<file path="src/rtl/pid_term_sched.sv">
// Heading-loop PID update engine: one shared signed multiplier is sequenced
// across the P and D terms, followed by a saturating integrator and a duty clamp.
module pid_term_sched #(
    parameter logic signed [4:0] P_COEFF = 5'sh08,
    parameter logic signed [5:0] D_COEFF = 6'sh07
) (
    input  logic                clk,
    input  logic                rst,
    input  logic                en,
    input  logic signed [12:0]  error,
    input  logic                err_vld,
    output logic        [11:0]  drv_duty,
    output logic                duty_vld,
    output logic                busy,
    output logic                ovr,
    input  logic                ovr_clr
);

    typedef enum logic [1:0] {IDLE, MUL_P, MUL_D, SUM} state_t;

    state_t                r_state;
    state_t                w_next;
    logic signed [9:0]     r_err_p0;
    logic signed [9:0]     r_prev_err;
    logic signed [15:0]    r_integ;
    logic signed [15:0]    r_pq_p1;
    logic signed [15:0]    r_dq_p2;
    logic        [11:0]    r_duty;
    logic                  r_duty_vld;
    logic                  r_ovr;

    logic signed [9:0]     w_err_sat;
    logic signed [10:0]    w_d_diff;
    logic signed [7:0]     w_d_sat;
    logic signed [9:0]     w_mul_a;
    logic signed [5:0]     w_mul_b;
    logic signed [15:0]    w_prod;
    logic signed [16:0]    w_integ_sum;
    logic signed [11:0]    w_i_term;
    logic signed [16:0]    w_sum;
    logic                  w_accept;
    logic                  w_drop;

    function automatic logic signed [9:0] clamp_err(input logic signed [12:0] x);
        if (x > 13'sd511)
            return 10'sd511;
        else if (x < -13'sd512)
            return -10'sd512;
        else
            return x[9:0];
    endfunction

    function automatic logic signed [7:0] clamp_diff(input logic signed [10:0] x);
        if (x > 11'sd127)
            return 8'sd127;
        else if (x < -11'sd128)
            return -8'sd128;
        else
            return x[7:0];
    endfunction

    function automatic logic signed [15:0] sat16(input logic signed [16:0] x);
        if (x > 17'sd32767)
            return 16'sh7FFF;
        else if (x < -17'sd32768)
            return 16'sh8000;
        else
            return x[15:0];
    endfunction

    function automatic logic [11:0] clamp_duty(input logic signed [16:0] x);
        if (x < 17'sd0)
            return 12'd0;
        else if (x > 17'sd4095)
            return 12'd4095;
        else
            return x[11:0];
    endfunction

    assign w_err_sat   = clamp_err(error);
    assign w_d_diff    = {r_err_p0[9], r_err_p0} - {r_prev_err[9], r_prev_err};
    assign w_d_sat     = clamp_diff(w_d_diff);
    assign w_integ_sum = {r_integ[15], r_integ} + {{7{r_err_p0[9]}}, r_err_p0};
    // Taking the upper bits of the integrator is an arithmetic shift by 4 (floor).
    assign w_i_term    = r_integ[15:4];
    assign w_sum       = {r_pq_p1[15], r_pq_p1} + {{5{w_i_term[11]}}, w_i_term}
                       + {r_dq_p2[15], r_dq_p2};
    assign w_accept    = en & err_vld & (r_state == IDLE);
    assign w_drop      = en & err_vld & (r_state != IDLE);

    always_comb begin
        w_mul_a = r_err_p0;
        w_mul_b = {P_COEFF[4], P_COEFF};
        if (r_state == MUL_D) begin
            w_mul_a = {{2{w_d_sat[7]}}, w_d_sat};
            w_mul_b = D_COEFF;
        end
    end

    assign w_prod = $signed({{6{w_mul_a[9]}}, w_mul_a}) * $signed({{10{w_mul_b[5]}}, w_mul_b});

    always_ff @(posedge clk) begin
        if (rst)
            r_state <= IDLE;
        else
            r_state <= w_next;
    end

    always_comb begin
        w_next = r_state;
        case (r_state)
            IDLE:    if (w_accept) w_next = MUL_P;
            MUL_P:   w_next = MUL_D;
            MUL_D:   w_next = SUM;
            SUM:     w_next = IDLE;
            default: w_next = IDLE;
        endcase
        if (!en)
            w_next = IDLE;
    end

    always_ff @(posedge clk) begin
        if (rst || !en) begin
            r_integ    <= '0;
            r_prev_err <= '0;
            r_duty     <= '0;
            r_duty_vld <= 1'b0;
        end else begin
            r_duty_vld <= (r_state == SUM);
            case (r_state)
                // p0: capture the clamped error sample
                IDLE: begin
                    if (err_vld)
                        r_err_p0 <= w_err_sat;
                end
                // p1: proportional product and integrator update
                MUL_P: begin
                    r_pq_p1 <= w_prod;
                    r_integ <= sat16(w_integ_sum);
                end
                // p2: derivative product, remember this sample for the next difference
                MUL_D: begin
                    r_dq_p2    <= w_prod;
                    r_prev_err <= r_err_p0;
                end
                // p3: combine the three terms into the drive duty
                SUM: begin
                    r_duty <= clamp_duty(w_sum);
                end
                default: ;
            endcase
        end
    end

    // A dropped sample outranks a simultaneous clear so no overrun is ever lost.
    always_ff @(posedge clk) begin
        if (rst)
            r_ovr <= 1'b0;
        else if (w_drop)
            r_ovr <= 1'b1;
        else if (ovr_clr)
            r_ovr <= 1'b0;
    end

    assign drv_duty = r_duty;
    assign duty_vld = r_duty_vld;
    assign busy     = (r_state != IDLE);
    assign ovr      = r_ovr;

endmodule
</file>
<file path="config.mk">
export PLATFORM = sky130hd
export DESIGN_NAME = pid_term_sched
export DESIGN_NICKNAME = d
export VERILOG_FILES = /design/src/rtl/pid_term_sched.sv
export SDC_FILE = /design/constraint.sdc
export NUM_CORES = 1
export LEC_CHECK = 0
export BUFFER_PORTS_ARGS = -buffer_cell sky130_fd_sc_hd__buf_2
export CORE_MARGIN = 2
export CORE_UTILIZATION = 50
export DETAILED_ROUTE_END_ITERATION = 12
export PLACE_DENSITY = 0.76
export SYNTH_ARGS = -nofsm -noshare
export SYNTH_HDL_FRONTEND = slang
export SYNTH_SLANG_ARGS = --single-unit
</file>
<file path="constraint.sdc">
create_clock -name clk -period 4.7 [get_ports clk]
set_clock_uncertainty 0.05 [all_clocks]
set_input_delay 0.47 -clock clk [delete_from_list [all_inputs] [get_ports clk]]
set_output_delay 0.47 -clock clk [all_outputs]
set_load 0.01 [all_outputs]
</file>
-- Word-level counts from Yosys, hierarchy flattened
Cells that the tools add are included.
- add/subtract/negate cells: 4
- multiply operators: 1
- div/mod/pow operators: 0
- order comparisons: 8
- equal/unequal tests: 4
- shift-type cells: 0
- multiplexer cells: 13
- bitwise operators: 5
- reduce and logical (&&, ||, !) cells: 9
- operator list (kind ; count):
    16-bit 2-to-1 mux ; 2
    12-bit 2-to-1 mux ; 2
    10-bit 2-to-1 mux ; 2
    16-bit by 10-bit adder with 17-bit output ; 1
    16-bit by 12-bit adder with 17-bit output ; 1
    17-bit adder ; 1
    17-bit by 13-bit greater-than comparator with 1-bit output (second input constant) ; 1
    17-bit by 16-bit greater-than comparator with 1-bit output (second input constant) ; 1
    17-bit by 1-bit < comparator with 1-bit output (second input constant) ; 1
    17-bit by 16-bit < comparator with 1-bit output (second input constant) ; 1
    8-bit 2-to-1 mux ; 2
    10-bit by 5-bit multiplier with 15-bit output ; 1
    13-bit by 10-bit greater-than comparator with 1-bit output (second input constant) ; 1
    13-bit by 10-bit < comparator with 1-bit output (second input constant) ; 1
    11-bit by 8-bit greater-than comparator with 1-bit output (second input constant) ; 1
    11-bit by 8-bit < comparator with 1-bit output (second input constant) ; 1
    10-bit by 10-bit subtractor with 11-bit output ; 1
    2-bit one-hot mux with 4 select lines ; 1
    2-bit equality test (second input constant) ; 2
    4-bit 2-to-1 mux ; 1
    2-bit AND reduction ; 2
    2-bit nonzero test ; 2
    1-bit AND ; 3
    3-bit AND reduction ; 1
    other kinds (9) ; 11
- register bits after elaboration: 84
- latch bits: 0
- bits in writable memories: 0
- bits in read-only memories: 0
- memories kept: 0

-- Logic depth before layout (Yosys ltp)
Gate-level depths: netlist of the first run.
- depth in word-level cells: 6
- depth in mapped cells: 25
- depth with buffers taken out: 25

-- Worst setup path after synthesis of the first run
No wires, ideal clock.
- path type: flip-flop to flip-flop
- from: reg r_err_p0[0]
- to: reg r_dq_p2[12], data pin
- setup time: 172 ps
- data arrival time: 4926 ps
- data required time: 4478 ps
- path slack: -449 ps
- stages on the path, launching flop included: 25
- cells stage by stage: edfxtp_1 inv_1 ha_1 inv_1 fa_1 a21oi_1 a2bb2oi_1 a21oi_1 o21ai_0 nand2_1 o31ai_4 a21oi_1 nor2_1 ha_1 ha_1 xnor2_1 ha_1 nor2b_1 o21ai_0 a21boi_0 o21ai_0 nand2b_1 a221oi_1 o21ai_0 nor3_1
- cells in the longest elaborated chain, start to end: 6
- ends and longest elaborated chain (element ; RTL line ; RTL):
    start: declaration ; 23 ; logic signed [9:0] r_err_p0;
    start signal: assignment ; 134 ; r_err_p0 <= w_err_sat;
    10-bit by 10-bit subtractor with 11-bit output ; 81 ; assign w_d_diff = {r_err_p0[9], r_err_p0} - {r_prev_err[9], r_prev_err};
    11-bit by 8-bit < comparator with 1-bit output ; 56 ; else if (x < -11'sd128)
    8-bit 2-to-1 mux ; 56 ;
    8-bit 2-to-1 mux ; 54 ; if (x > 11'sd127)
    10-bit 2-to-1 mux * ; 94 ; if (r_state == MUL_D) begin
    10-bit by 5-bit multiplier with 15-bit output * ; 100 ; assign w_prod = $signed({{6{w_mul_a[9]}}, w_mul_a}) * $signed({{10{w_mul_b[5]}}, w_mul_b});
    named net w_prod[12] ; 37 ; logic signed [15:0] w_prod;
    end signal: assignment ; 143 ; r_dq_p2 <= w_prod;
    end: declaration ; 27 ; logic signed [15:0] r_dq_p2;
Mark *: on every way through the listed nets, which the timed path passes. The rest lies on a longest branch.
A chain may end at the register's enable or synchronous reset.

-- Final worst setup path of the first run
- from: reg r_err_p0[1]
- to: reg r_dq_p2[12], data pin
The elaborated chain is that of the path after synthesis.

==> flow_summary.json, run 1 <==
{
  "outcome": "finished with violations",
  "violations": "negative setup slack",
  "overflow": 0,
  "swShare_pct": 26.27,
  "synth_top_family_by_area": "adder cells",
  "row_count": 41,
  "drt-total-wl_um": 17800,
  "multiInputGateArea_um2": 4659,
  "clock-root-buffer": "clkbuf_16",
  "final-seq-area_um2": 2042,
  "vdd_ir_drop_max_mv": 0.1981,
  "setup_viol": 18,
  "ant_nets": 0,
  "core_um2": 12670,
  "start_util_pct": 51.28,
  "ys_seq_elements": 82,
  "antenna_found_initial": 0,
  "synthTopCellsByArea": "edfxtp_1 18%, dfxtp_1 13%, ha_1 12%",
  "worst_slack_ps": -538.2,
  "crit_required_ps": 4750,
  "async_flop_share_pct": 0,
  "worstSkewPairLatency_ps": 350,
  "min_period_ps": 5238,
  "p_seq_share_pct": 39.5,
  "port_buffers": 32,
  "drt_first_pass_iters": 5,
  "end_kind": "flip-flop",
  "die_h_um": 118.0,
  "fill_cells": 945,
  "vias": 5805,
  "grt_util_all_layers_pct": 23.24,
  "yosys_most_used_dff": "dfxtp_1",
  "synth_edf_count": 40,
  "cp_num_buf_inv": 2,
  "crit_chain": "ha_1 > nor2b_4 > o2111ai_4 > nand3_4 > a2111oi_4 > a311oi_4 > buf_4 > a31oi_4 > buf_6 > a21oi_2 > nor2_2 > ha_4 > ha_4 > xnor2_2 > ha_1 > nor2b_4 > o21ai_2 > a21boi_2 > o21ai_1 > nand2b_1 > a221oi_4 > o21a_1 > nor3_2",
  "synthAdderAreaFrac_pct": 22.45,
  "die_x_um": 118.0,
  "yosysSeqAreaShare_pct": 31.43,
  "avgSynthCellArea_um2": 9.256,
  "antenna_cells": 0,
  "synth_xor_area_share_pct": 5.257,
  "syn_area_um2": 6497,
  "nNetsFinal": 914,
  "dp.final_hpwl_um": 11490,
  "grt_max_degree": 33,
  "clockBufferDepth": 2,
  "stdcell_count": 980,
  "synth.yosys.warnings": 0,
  "dpl.cell_count": 936,
  "cp_slowest_stage_delay_ps": 450,
  "drv_cap": 0,
  "r2r_cells": 23,
  "clkSinkCount": 82,
  "critPathSlowestCell": "edfxtp_1",
  "clk_pin_slew_ps": 60,
  "wl_per_cell_um": 18.17,
  "grt_pass1_vias": 5621,
  "layout_common_cells": "80 x nor2_1, 70 x buf_4, 52 x ha_1, 49 x nand2_1",
  "io_pins": 33,
  "syn_inst": 702,
  "yosys.area_share.simple_pct": 13.98,
  "gp_congestion": 0.8845,
  "p_leak_uw": 0.003423,
  "synth_compound_area_share_pct": 20.62,
  "drc": 0,
  "p_int_uw": 1446,
  "cp_max_fo": 6,
  "crit_arrival_ps": 5290,
  "synth_area_leader_cell": "edfxtp_1",
  "period_share_pct": 111.5,
  "p_per_area_nw_per_um2": 239.6,
  "critical_path_class": "reg -> reg",
  "clockPowerShare_pct": 40.7,
  "tightest_slew_ps": 1301,
  "dr.first_iter.drc_count": 396,
  "rsz0062_at_grt": "yes",
  "synth.distinct_cells": 76,
  "grt_pass1_wl_um": 25760,
  "switchingPower_uw": 515.3,
  "p_total_uw": 1962,
  "numCtsBuffers": 9,
  "drive_gt1_share_pct": 27.72,
  "area_growth_pct": 26.00,
  "critPathTopFamily": "compound AO/OA/AOI/OAI gates",
  "min_path_type": "in -> reg",
  "htree_levels": 3,
  "muxShareOfSynthArea_pct": 2.022,
  "max_slew_margin_pct": 12.92,
  "dieArea_um2": 13920,
  "final_hold_viol_count": 0,
  "worstSetupPathDepth": 23,
  "min_delay_path_depth": 2,
  "maxSlewViolCount": 0,
  "max_freq_ghz": 0.1909,
  "p_comb_share_pct": 19.8,
  "cts_tree": "yes",
  "vias_per_cell": 5.923,
  "start_kind": "flip-flop",
  "layout_commonest_cell": "nor2_1",
  "netlist.area_leader.share_pct": 18.49
}
power groups by stage:
stage	clock network (µW)	registers, µW	logic (µW)
floorplan	0	789	236
global placement	0	789	306
detailed placement	0	790	322
CTS	799	775	345
global route	830	776	420
finish	799	775	388
flip-flops by register name, indices dropped and copies added, names as in the netlist:
name,cells
r_integ,16
r_state,2
ovr,1
drv_duty,12
duty_vld,1
r_prev_err,10
r_pq_p1,15
r_err_p0,10
r_dq_p2,15
kinds of logic (layout without fill, tap and decap cells):
family | count (synthesis) | in the layout
adders and majority gates | 100 | 100
and+or+nand+nor | 201 | 201
xor gates and xnor gates | 39 | 39
other | 1 | 5
muxes | 13 | 13
DFF | 82 | 82
AOI/OAI and AO/OA | 197 | 197
buffers and inverters | 69 | 171
repair_timing:
| action | 4_1_cts | 5_1_grt |
|---|---|---|
| buffers inserted | 23 | 10 |
| pin swaps | 31 | 53 |
| endpoints found under the setup margin | 17 | 18 |
| gates resized for setup | 31 | 51 |
| hold buffers | 0 | 0 |
metrics by stage:
| stage | TNS (ps) | instance area (µm²) | utilization [%] | hold WS, ps | setup slack [ps] |
|---|---|---|---|---|---|
| 2_1_floorplan | -609.2 | 6579 | - | 410.4 | -117.2 |
| 3_3_place_gp | -1196 | 7223 | 57.01 | 370.8 | -152.4 |
| 3_5_place_dp | -4638 | 7223 | 57.01 | 379.6 | -436.7 |
| 4_1_cts | -3462 | 7838 | 61.85 | 264.2 | -282.2 |
| 5_1_grt | -10630 | 8187 | 64.61 | 262.8 | -774.7 |
| 6_report | -7103 | 8187 | 64.61 | 263.1 | -538.2 |
cell usage after synthesis (9+ instances only):
| master | count |
|---|---|
| a22oi_1 | 10 |
| a21o_1 | 12 |
| clkbuf_1 | 18 |
| o21ai_0 | 44 |
| xnor2_1 | 28 |
| nand2_1 | 51 |
| ha_1 | 64 |
| nor2_1 | 87 |
| fa_1 | 29 |
| xor2_1 | 11 |
| dfxtp_1 | 42 |
| nor2b_1 | 9 |
| edfxtp_1 | 40 |
| nor3_1 | 9 |
| mux2i_1 | 12 |
| o21a_1 | 9 |
| a21oi_1 | 56 |
| inv_1 | 45 |
| a31oi_1 | 11 |
path summary, 6_finish.rpt:
path	from	endpoint	slack [ps]
min	rst	ovr	260
max reg2reg	r_err_p0[1]	r_dq_p2[12]	-540
min reg2reg	drv_duty[9]	drv_duty[9]	380
max	r_err_p0[1]	r_dq_p2[12]	-540
worst register-to-register path: cells and delay by family, from the launching register on:
kind                       cells  cell delay [ps]
DFF                            1              450
adders and majority gates      4             1150
buffers and inverters          2              330
and+or+nand+nor                6              780
AOI/OAI and AO/OA             10             2040
xor gates and xnor gates       1              210
layout make-up:
class	count	area share (%)
Inverter	46	2.109
Multi-Input combinational cell	555	56.92
Tap cell	172	2.629
Clock inverter	7	1.314
Clock buffer	9	2.751
Sequential cell	82	24.94
Timing Repair Buffer	109	9.338
per-layer routing:
layer / vias to the layer above / part of all wire [%] / track usage, %
li1: 2690 / - / -
met1: 2779 / 38 / 24.86
met2: 258 / 51 / 41.93
met3: 78 / 5.1 / 4.700
met4: 0 / 5.9 / 14.16
met5: - / 0 / 0
Note: power is estimated with default switching activity, not from simulation.
==> inputs of run 2 (changes only) <==
--- a/config.mk
+++ b/config.mk
@@ -5,7 +5,9 @@
 export SDC_FILE = /design/constraint.sdc
 export NUM_CORES = 1
 export LEC_CHECK = 0
+export ABC_CLOCK_PERIOD_IN_PS = 4700
 export BUFFER_PORTS_ARGS = -buffer_cell sky130_fd_sc_hd__buf_2
+export CORE_ASPECT_RATIO = 1.4
 export CORE_MARGIN = 2
 export CORE_UTILIZATION = 50
 export DETAILED_ROUTE_END_ITERATION = 12
==> run 2 against run 1 <==
Effect of this change: the flow still finishes with violations (negative setup slack); hold slack worse by 1.7 ps; sequential share of layout area is 1.2 points higher; register-to-register slack improved by 190 ps; final cell count is 3.2% lower; critical path depth grew 2; critical endpoint is now r_pq_p1[12]; highest routed layer unchanged.
==> flow_summary.json, run 2 (synthesis gave the netlist of run 1 again) <==
{
  "p_leak_uw": 0.003328,
  "vdd_ir_drop_max_mv": 0.1551,
  "start_util_pct": 50.95,
  "holdPathEnd": "ovr",
  "critical_path_class": "reg -> reg",
  "antenna_cells": 0,
  "largest_register_ffs": 16,
  "p_per_area_nw_per_um2": 240.8,
  "grt_max_degree": 33,
  "maxSlewViolCount": 0,
  "p_total_uw": 1879,
  "drv_cap": 0,
  "clockPowerShare_pct": 39.8,
  "htree_levels": 3,
  "met2_length_um": 8468,
  "r2r_slack_ps": -340,
  "violations": "negative setup slack",
  "outcome": "finished with violations",
  "ant_nets": 0,
  "p_seq_share_pct": 41.2,
  "dp.final_hpwl_um": 11710,
  "wl_met3_um": 551,
  "layout_common_cells": "83 x nor2_1, 62 x ha_1, 62 x buf_4, 50 x nand2_1, 45 x a21oi_1",
  "final_hold_viol_count": 0,
  "crit_required_ps": 4820,
  "die_x_um": 100.3,
  "grt_pass1_wl_um": 26140,
  "highest_layer": "met4",
  "crit_arrival_ps": 5160,
  "worstHoldStart": "rst",
  "cts_tree": "yes",
  "start_kind": "flip-flop",
  "largest_registers": "r_integ (16), r_dq_p2 (15), r_pq_p1 (15)",
  "p_comb_share_pct": 19.0,
  "worstSkewPairLatency_ps": 340,
  "area_growth_pct": 20.10,
  "clkSinkCount": 82,
  "dieArea_um2": 13940,
  "drt-total-wl_um": 15620,
  "die_h_um": 138.9,
  "vias": 5541,
  "worst_slack_ps": -343.7,
  "clock-root-buffer": "clkbuf_16",
  "switchingPower_uw": 494.6,
  "grt_pass1_vias": 5810,
  "drt_first_pass_iters": 5,
  "top_register": "r_integ",
  "drc": 0,
  "final.setup.tns_ps": -3566,
  "vias_per_cell": 5.839,
  "nNetsFinal": 902,
  "grt_util_all_layers_pct": 23.36,
  "p_int_uw": 1384,
  "wl_per_cell_um": 16.46,
  "layout_commonest_cell": "nor2_1",
  "drive_gt1_share_pct": 23.49,
  "tightest_slew_ps": 791.2,
  "port_buffers": 32,
  "min_period_ps": 5044,
  "setup_viol": 14,
  "antenna_found_initial": 0,
  "gp_congestion": 0.8550,
  "clockBufferDepth": 2,
  "wl_met1_um": 5794,
  "r2r_cells": 25,
  "rsz0062_at_grt": "yes",
  "row_count": 49,
  "io_pins": 33,
  "critPathSlowestCell": "edfxtp_1",
  "multiInputGateArea_um2": 4425,
  "min_delay_path_depth": 2,
  "core_um2": 12750,
  "clk_pin_slew_ps": 60,
  "min_path_type": "in -> reg",
  "final-seq-area_um2": 2042,
  "max_freq_ghz": 0.1983,
  "numCtsBuffers": 9,
  "cp_slowest_stage_delay_ps": 420,
  "max_slew_margin_pct": 47.20,
  "cp_max_fo": 3,
  "dr.first_iter.drc_count": 217,
  "timing.rr.end": "r_pq_p1[12]",
  "overflow": 0,
  "fill_cells": 1031,
  "swShare_pct": 26.32,
  "cts_hold_buf": 0,
  "period_share_pct": 107.3,
  "r2r-start": "r_err_p0[0]",
  "end_kind": "flip-flop"
}
-- run 2: final cells by class --
| class | count | area share, % |
|---|---|---|
| clock buffer | 11 | 2.982 |
| clock inverter | 5 | 1.026 |
| inverter | 46 | 2.213 |
| multi-input combinational | 555 | 56.71 |
| sequential | 82 | 26.17 |
| tap | 153 | 2.453 |
| timing repair buffer | 97 | 8.450 |
-- run 2: stage by stage --
step                instances  hold WS (ps)  util (%)  worst slack (ps)  instance area [µm²]
global placement          923         369.3     56.81            -140.6                 7244
floorplan                 706         410.4         -            -117.2                 6579
CTS                       945         253.7     60.57            -242.2                 7724
global route              949         276.0     61.20            -595.3                 7804
detailed placement        923         376.2     56.81            -390.4                 7244
finish                    949         261.4     61.20            -343.7                 7804
-- run 2: worst max-delay path, delay by kind of cell, from the launching register on --
kind            cells  cell delay, ps
flops               1             420
buf+inv             3             300
fa+ha+maj           5            1440
simple gates        5             940
compound gates     11            1580
xor+xnor            1             120
-- run 2: worst max path at each step --
stage	end	from	slack, ps
6_report	r_pq_p1[12]	r_err_p0[0]	-340
5_1_grt	r_pq_p1[12]	r_err_p0[0]	-600
4_1_cts	r_dq_p2[12]	r_err_p0[0]	-240
3_5_place_dp	r_dq_p2[12]	r_err_p0[0]	-390
3_3_place_gp	r_pq_p1[14]	r_err_p0[0]	-140
2_1_floorplan	r_dq_p2[12]	r_err_p0[1]	-120
-- run 2: power groups by stage --
stage	clock [µW]	combinational, µW	sequential [µW]
CTS	756	342	775
global placement	0	308	789
detailed placement	0	325	790
floorplan	0	236	789
finish	748	357	775
global route	785	392	775
-- run 2: metal layers --
| layer | track usage, % | vias to the layer above |
|---|---|---|
| met4 | 14.71 | 0 |
| met3 | 4.032 | 52 |
| li1 | - | 2662 |
| met5 | 0 | - |
| met1 | 23.63 | 2678 |
| met2 | 43.09 | 149 |
-- run 2: repair_timing --
action | CTS | global route
setup buffers | 7 | 5
pin swaps | 21 | 11
hold endpoints to repair | 0 | 0
gates resized for setup | 28 | 9
endpoints found under the setup margin | 16 | 18
